<file path="src/rtl/gesture_filter_if.sv">
// Signal bundle between the PAJ7620 gesture reader and the gesture filter.
interface gesture_filter_if;
  logic [7:0] data;
  logic [3:0] flag;
  logic       gest_vld;
  logic       busy;

  modport master (
    output data,
    input  flag,
    input  gest_vld,
    input  busy
  );

  modport slave (
    input  data,
    output flag,
    output gest_vld,
    output busy
  );
endinterface

</file>
<file path="src/rtl/gesture_filter.sv">
// Debounces one-hot gesture codes and latches each accepted gesture into flag.
// The flag auto-clears a programmable number of clocks after acceptance.
module gesture_filter #(
  parameter int unsigned STABLE_CNT = 50_000,
  parameter int unsigned TIMEOUT    = 150_000_000
) (
  input  logic             sys_clk,
  input  logic             sys_rst_n,
  gesture_filter_if.slave  bus
);

  typedef enum logic [1:0] {
    IDLE     = 2'b00,
    CONFIRM  = 2'b01,
    COMMIT   = 2'b10,
    WAIT_REL = 2'b11
  } state_t;

  localparam logic [19:0] STAB_LAST = 20'(STABLE_CNT - 1);
  localparam logic [27:0] TO_LAST   = 28'(TIMEOUT - 1);
  localparam bit          TO_EN     = (TIMEOUT != 0);

  state_t      state;
  state_t      state_next;
  logic [3:0]  code;
  logic [3:0]  code_r;
  logic [3:0]  code_next;
  logic [19:0] stab_cnt;
  logic [19:0] stab_next;
  logic [27:0] to_cnt;
  logic [3:0]  flag_r;
  logic        gest_vld_r;
  logic        code_valid;
  logic        code_match;

  assign code       = bus.data[3:0];
  assign code_valid = (code == 4'b0001) || (code == 4'b0010) ||
                      (code == 4'b0100) || (code == 4'b1000);
  assign code_match = (code == code_r);

  always_ff @(posedge sys_clk or negedge sys_rst_n) begin
    if (!sys_rst_n) begin
      state    <= IDLE;
      code_r   <= '0;
      stab_cnt <= '0;
    end else begin
      state    <= state_next;
      code_r   <= code_next;
      stab_cnt <= stab_next;
    end
  end

  always_comb begin
    state_next = state;
    code_next  = code_r;
    stab_next  = stab_cnt;
    unique case (state)
      IDLE: begin
        if (code_valid) begin
          code_next  = code;
          stab_next  = '0;
          state_next = CONFIRM;
        end
      end
      CONFIRM: begin
        if (code_match) begin
          stab_next = stab_cnt + 20'd1;
          if (stab_cnt == STAB_LAST) begin
            state_next = COMMIT;
          end
        end else if (code_valid) begin
          code_next = code;
          stab_next = '0;
        end else begin
          state_next = IDLE;
        end
      end
      COMMIT: begin
        state_next = WAIT_REL;
      end
      WAIT_REL: begin
        if (!code_match) begin
          state_next = IDLE;
        end
      end
      default: begin
        state_next = IDLE;
      end
    endcase
  end

  // COMMIT takes priority over a coinciding timeout expiry.
  always_ff @(posedge sys_clk or negedge sys_rst_n) begin
    if (!sys_rst_n) begin
      flag_r     <= '0;
      gest_vld_r <= 1'b0;
      to_cnt     <= '0;
    end else begin
      gest_vld_r <= (state == COMMIT);
      if (state == COMMIT) begin
        flag_r <= code_r;
        to_cnt <= '0;
      end else if (TO_EN && (flag_r != '0)) begin
        if (to_cnt == TO_LAST) begin
          flag_r <= '0;
          to_cnt <= '0;
        end else begin
          to_cnt <= to_cnt + 28'd1;
        end
      end
    end
  end

  assign bus.flag     = flag_r;
  assign bus.gest_vld = gest_vld_r;
  assign bus.busy     = (state == CONFIRM) || (state == WAIT_REL);

endmodule

</file>
<file path="src/flat_wrapper.sv">
// flat-port wrapper written by rule: the top's interface ports become plain ports
module gesture_filter_flat 
#(
  parameter int unsigned STABLE_CNT = 50_000,
  parameter int unsigned TIMEOUT    = 150_000_000
)
  (sys_clk, sys_rst_n, bus_data, bus_flag, bus_gest_vld, bus_busy);
  gesture_filter_if bus_i ();
  input  logic sys_clk;
  input  logic sys_rst_n;
  input wire logic [$bits(bus_i.data)-1:0] bus_data;
  output wire logic [$bits(bus_i.flag)-1:0] bus_flag;
  output wire logic [$bits(bus_i.gest_vld)-1:0] bus_gest_vld;
  output wire logic [$bits(bus_i.busy)-1:0] bus_busy;
  assign bus_i.data = bus_data;
  assign bus_flag = bus_i.flag;
  assign bus_gest_vld = bus_i.gest_vld;
  assign bus_busy = bus_i.busy;
  gesture_filter #(.STABLE_CNT(STABLE_CNT), .TIMEOUT(TIMEOUT)) u_core (.sys_clk(sys_clk), .sys_rst_n(sys_rst_n), .bus(bus_i));
endmodule
</file>
<file path="config.mk">
export PLATFORM = sky130hd
export DESIGN_NAME = gesture_filter_flat
export DESIGN_NICKNAME = d
export VERILOG_FILES = /design/src/rtl/gesture_filter_if.sv /design/src/rtl/gesture_filter.sv /design/src/flat_wrapper.sv
export SDC_FILE = /design/constraint.sdc
export NUM_CORES = 1
export LEC_CHECK = 0
export CAP_MARGIN = 25
export CORE_MARGIN = 5
export CORE_UTILIZATION = 38
export DETAILED_ROUTE_END_ITERATION = 6
export PLACE_DENSITY = 0.59
export SKIP_LAST_GASP = 1
export SLEW_MARGIN = 10
export SYNTH_ARGS = -nofsm -noshare
export SYNTH_HDL_FRONTEND = slang
export SYNTH_SLANG_ARGS = --single-unit
</file>
<file path="constraint.sdc">
create_clock -name sys_clk -period 1.8 [get_ports sys_clk]
set_input_delay 0.36 -clock sys_clk [delete_from_list [all_inputs] [get_ports sys_clk]]
set_output_delay 0.36 -clock sys_clk [all_outputs]
set_load 0.05 [all_outputs]
</file>
Word level (Yosys, flattened, before mapping):

Index checks and enable logic that the tools add are counted.

* bits of input ports: 10
* output and inout bits: 6
* bits in registers: 59
* logic and storage cells: 53

* equal/unequal tests: 15
* $add $sub $neg: 2
* multiplexer cells: 18
* reduce and logical (&&, ||, !) cells: 12

Operators by type and width (number)
* 28-bit two-way mux: 3
* 20-bit two-way mux: 2
* 20-bit one-hot mux with 2 select lines: 1
* 28-bit by 1-bit adder with 28-bit output, second input constant: 1
* 28-bit equality test, second input constant: 1
* 20-bit by 1-bit adder with 20-bit output, second input constant: 1
* 20-bit by 16-bit equality test with 1-bit output, second input constant: 1
* 4-bit two-way mux: 5
* 2-bit two-way mux: 5
* 2-bit one-hot mux with 4 select lines: 1
* 4-bit one-hot mux with 2 select lines: 1
* 3-bit inequality test, second input constant: 2
* 2-bit nonzero test: 3
* 2-bit equality test, second input constant: 2
* 4-bit by 1-bit equality test with 1-bit output, second input constant: 1
* 4-bit by 2-bit equality test with 1-bit output, second input constant: 1
* 4-bit by 3-bit equality test with 1-bit output, second input constant: 1
* 4-bit equality test: 1
* 4-bit equality test, second input constant: 1
* 1-bit logical OR: 4
* 2-bit inequality test, second input constant: 2
* 2-bit AND reduction: 2
* 4-bit AND reduction: 1
* 4-bit nonzero test: 1
* other kinds (3): 3

Logic depth before layout (Yosys ltp):

* depth after elaboration: 7
* gate-level depth with buffers: 8
* gate-level depth less buffers: 6

Worst setup path before layout:

Ideal clock, no wire load.

* path kind: reg2reg
* from: register u_core.flag_r[1], in the netlist u_core.bus.flag[1]
* to: register u_core.to_cnt[16]
* data required time: 1.681 ns
* library setup time: 0.119 ns
* period minus slack after synthesis: 2.057 ns
* path buffers: 1
* slack: -0.257 ns
* stages on the path, launching flop included: 7
* arrival: 1.938 ns
* cells stage by stage: dfrtp_1 nor4_2 and2_0 buf_2 nor3_1 xnor2_1 nor2_1

* cells in the longest elaborated chain, start to end: 2

RTL lines
* start: declaration: line gesture_filter.sv:31 `logic [3:0] flag_r;`
* start signal: assignment: line gesture_filter.sv:101 `flag_r <= code_r;`
* 4-bit nonzero test: line gesture_filter.sv:103 `end else if (TO_EN && (flag_r != '0)) begin`
* 2-bit nonzero test (no line)
* end signal: assignment: line gesture_filter.sv:108 `to_cnt <= to_cnt + 28'd1;`
* end: declaration: line gesture_filter.sv:30 `logic [27:0] to_cnt;`

No other way between the ends.
A chain may end at the register's enable or synchronous reset.

Worst setup path in the final report:

* from: register u_core.to_cnt[9]
* to: register u_core.to_cnt[25]

* cells in the longest elaborated chain, start to end: 4
* elaborated cells on any way between the ends: 5
* those cells by class: add/sub (1); eq/ne (1); mux (3)

RTL lines
* 28-bit by 1-bit adder with 28-bit output or 28-bit equality test (tied branches): line gesture_filter.sv:108, gesture_filter.sv:104
* 28-bit two-way mux *: line gesture_filter.sv:104 `if (to_cnt == TO_LAST) begin`
* 28-bit two-way mux *: line gesture_filter.sv:103
* 28-bit two-way mux *: line gesture_filter.sv:100 `if (state == COMMIT) begin`

Every way passes the cells marked *; elsewhere a longest branch is shown, timed or not. The select of a mux whose other input is x is not followed.

==> metrics.cfg <==
[detailed_routing]
drt_pre_antenna_iters = 4
vias_per_cell = 5.66
drt_iter0_markers = 210
dr_total_vias = 3227
ant_nets = 0
totalWireLength_um = 9250
drcViolationCount = 0
wire_per_inst_um = 16.2

[synthesis]
ys_ff_latch = 59
synthMuxAreaShare = 0.0278
yosysSeqAreaShare = 0.426
synth_top_cells_by_count = dfrtp_1 (59), nand2_1 (37), nor2_1 (27)
async_flop_share = 1.00
synth_compound_area_frac = 0.168
synth_edf_count = 0
synth.most_common_cell = dfrtp_1
yosysWarnings = 0
synth_area_leaders = dfrtp_1 (43%), xnor2_1 (4.8%), nand2_1 (4.0%), a31oi_1 (3.6%), nand4_1 (3.6%)
synth_simple_gate_area_share = 0.264
syn_area_mm2 = 0.00347
syn_avg_cell_area_um2 = 9.17
syn_inst = 378
synth_nets = 390
synth_flop_cell = dfrtp_1
yosys.area.top_type = dfrtp_1
synth_top_area_frac = 0.426
synth_cell_types = 59
synth_top_family_by_area = simple AND/OR/NAND/NOR gates
synth_xor_area_frac = 0.0581
synth-adder-area-share = 0.00722

[cts]
cts_buffers = 9
clk_path_buf_depth = 2
cts_tree = built
clk_pin_slew_ps = 70
insertion_delay_ps = 340
cts.sinks = 59
htreeDepth = 3
cts-root-buf = clkbuf_8

[placed_design]
placed_cell_area_mm2 = 0.00416
gp_congestion = 0.903
portBuffers = 11
place_hpwl_um = 6650

[setup_path]
path_buf_inv = 0
max_stage_delay_ps = 600
path_class = flip-flop to flip-flop
crit_path_top_delay_cell = or4_4
critPathTopFamily = simple AND/OR/NAND/NOR gates
start_kind = flip-flop
end_kind = flip-flop
required_ps = 2030
worstPathArrival_ps = 2090
path_cells = nand4_1 > or4_4 > or3_4 > a31oi_1 > o21ai_1
crit_fanout = 4

[global_route]
grt_pass1_vias = 3182
track_usage = 0.173
grt_overflow = 0
grt_pass1_wl_um = 15700
grt_max_degree = 22
antenna_found_initial = 0

[power_and_ir_drop]
switching_power_mw = 2.07
seqPwrFrac = 0.341
power.share.clock = 0.205
ir_drop_v = 0.000672
power_mw = 5.06
p_leak_nw = 1.95
p_int_mw = 2.99
power.share.switching = 0.409
powerDensity_mw_per_mm2 = 1110
pwr-share-comb = 0.454

[sta]
finalHoldViolations = 13
max_freq_mhz = 539
finalCritPeriodShare = 1.03
setup_tns_ps = -95.5
timing.slew.headroom = 0.649
drv_slew = 0
setup_viol = 4
whs_ps = -4.16
period_minus_slack_ps = 1850
rsz0062_at_grt = true
skew_ps = 8.50
worst_pin_slew_ps = 526
setup_ws_ps = -54.3

[cells_and_area]
fin_area_mm2 = 0.00457
nNetsFinal = 469
final_util = 0.519
antenna_cells = 0
n_fill_cell = 799
area_growth_pct = 31.8
layout-drive-gt1-share = 0.340

[min_path]
hold_class = input pin to asynchronous set/reset pin

[floorplan]
die_w_um = 106
die_y_um = 106
initial_core_util = 0.394
core-area_mm2 = 0.00881
die_area_mm2 = 0.0111
io_pins = 16
fp-row-count = 34

[outcome]
status = finished with violations
violations = negative hold slack, negative setup slack

[run]
max_cap_violations = 0

==> state kept, by name (all words and copies together) (netlist names), named ones only <==
name	cells
u_core.bus.flag	4
u_core.code_r	4
u_core.to_cnt	28
u_core.state	1
u_core.bus.gest_vld	1
u_core.stab_cnt	20
==> power groups by stage <==
stage / Combinational, mW / Sequential, mW / Clock [mW]
2_1_floorplan: 1.16 / 1.86 / 0
3_3_place_gp: 2.09 / 1.73 / 0
3_5_place_dp: 2.12 / 1.74 / 0
4_1_cts: 2.15 / 1.72 / 1.07
5_1_grt: 2.47 / 1.75 / 1.13
6_report: 2.30 / 1.73 / 1.03
==> cell families after synthesis <==
kind of cell               Yosys count
and+or+nand+nor                    162
xor gates and xnor gates            23
adders and majority gates            2
muxes                                9
buffers and inverters               37
AOI/OAI and AO/OA                   86
DFF                                 59
==> cell type report <==
| type | instances | area, um2 | area share |
|---|---|---|---|
| clock buffer | 10 | 128 | 0.0279 |
| clock inverter | 6 | 32.5 | 0.00712 |
| inverter | 13 | 48.8 | 0.0107 |
| multi-input combinational | 282 | 1990 | 0.436 |
| sequential | 59 | 1490 | 0.325 |
| tap | 108 | 135 | 0.0296 |
| timing repair buffer | 92 | 747 | 0.163 |
==> layout by cell type, fill, tap and decap left out, types with 5 or more instances in the layout <==
cell type,n
clkinv_2,5
nor2_1,27
a41oi_1,7
nor4_1,7
buf_4,79
xnor2_1,16
and3_1,7
nand2_1,36
nand3_1,18
nand4_1,20
a31oi_1,18
clkbuf_8,9
a21oi_1,18
dfrtp_1,52
inv_1,13
dfrtp_2,7
o21ai_0,17
==> per-layer routing <==
metal | GRT usage | vias to the layer above | part of all wire | routed length, um
li1 | - | 1570 | - | -
met1 | 0.231 | 1565 | 0.47 | 4310
met2 | 0.273 | 74 | 0.48 | 4410
met3 | 0.0367 | 18 | 0.036 | 330
met4 | 0.0694 | 0 | 0.022 | 200
met5 | 0 | - | 0 | 0
==> timing repair <==
action / in CTS / in global routing
hold buffers: 0 / 0
cloned: 0 / 0
pin swaps: 5 / 6
gates resized for setup: 14 / 31
buffers inserted: 6 / 9
setup endpoints to repair: 32 / 47
==> worst paths after layout <==
kind	from	end	slack [ps]	cells after the start
worst max-delay path	u_core.to_cnt[9]	u_core.to_cnt[25]	-50	5
worst min-delay path	sys_rst_n	u_core.stab_cnt[10]	-4	1
worst max register to register	u_core.to_cnt[9]	u_core.to_cnt[25]	-50	5
worst min register to register	u_core.stab_cnt[9]	u_core.stab_cnt[9]	520	1
max in group asynchronous	sys_rst_n	u_core.to_cnt[11]	1310	2
min in group sys_clk	bus_data[3]	u_core.code_r[3]	380	2
==> per-stage QoR <==
stage               setup slack [ps]  cells  hold WS, ps
global placement                -583    539          385
floorplan                      -58.0    378         64.4
CTS                            -47.6    561         7.53
global route                    -151    570         32.9
detailed placement              -642    539          383
finish                         -54.3    570        -4.16
Power figures use the tool's default switching activity.
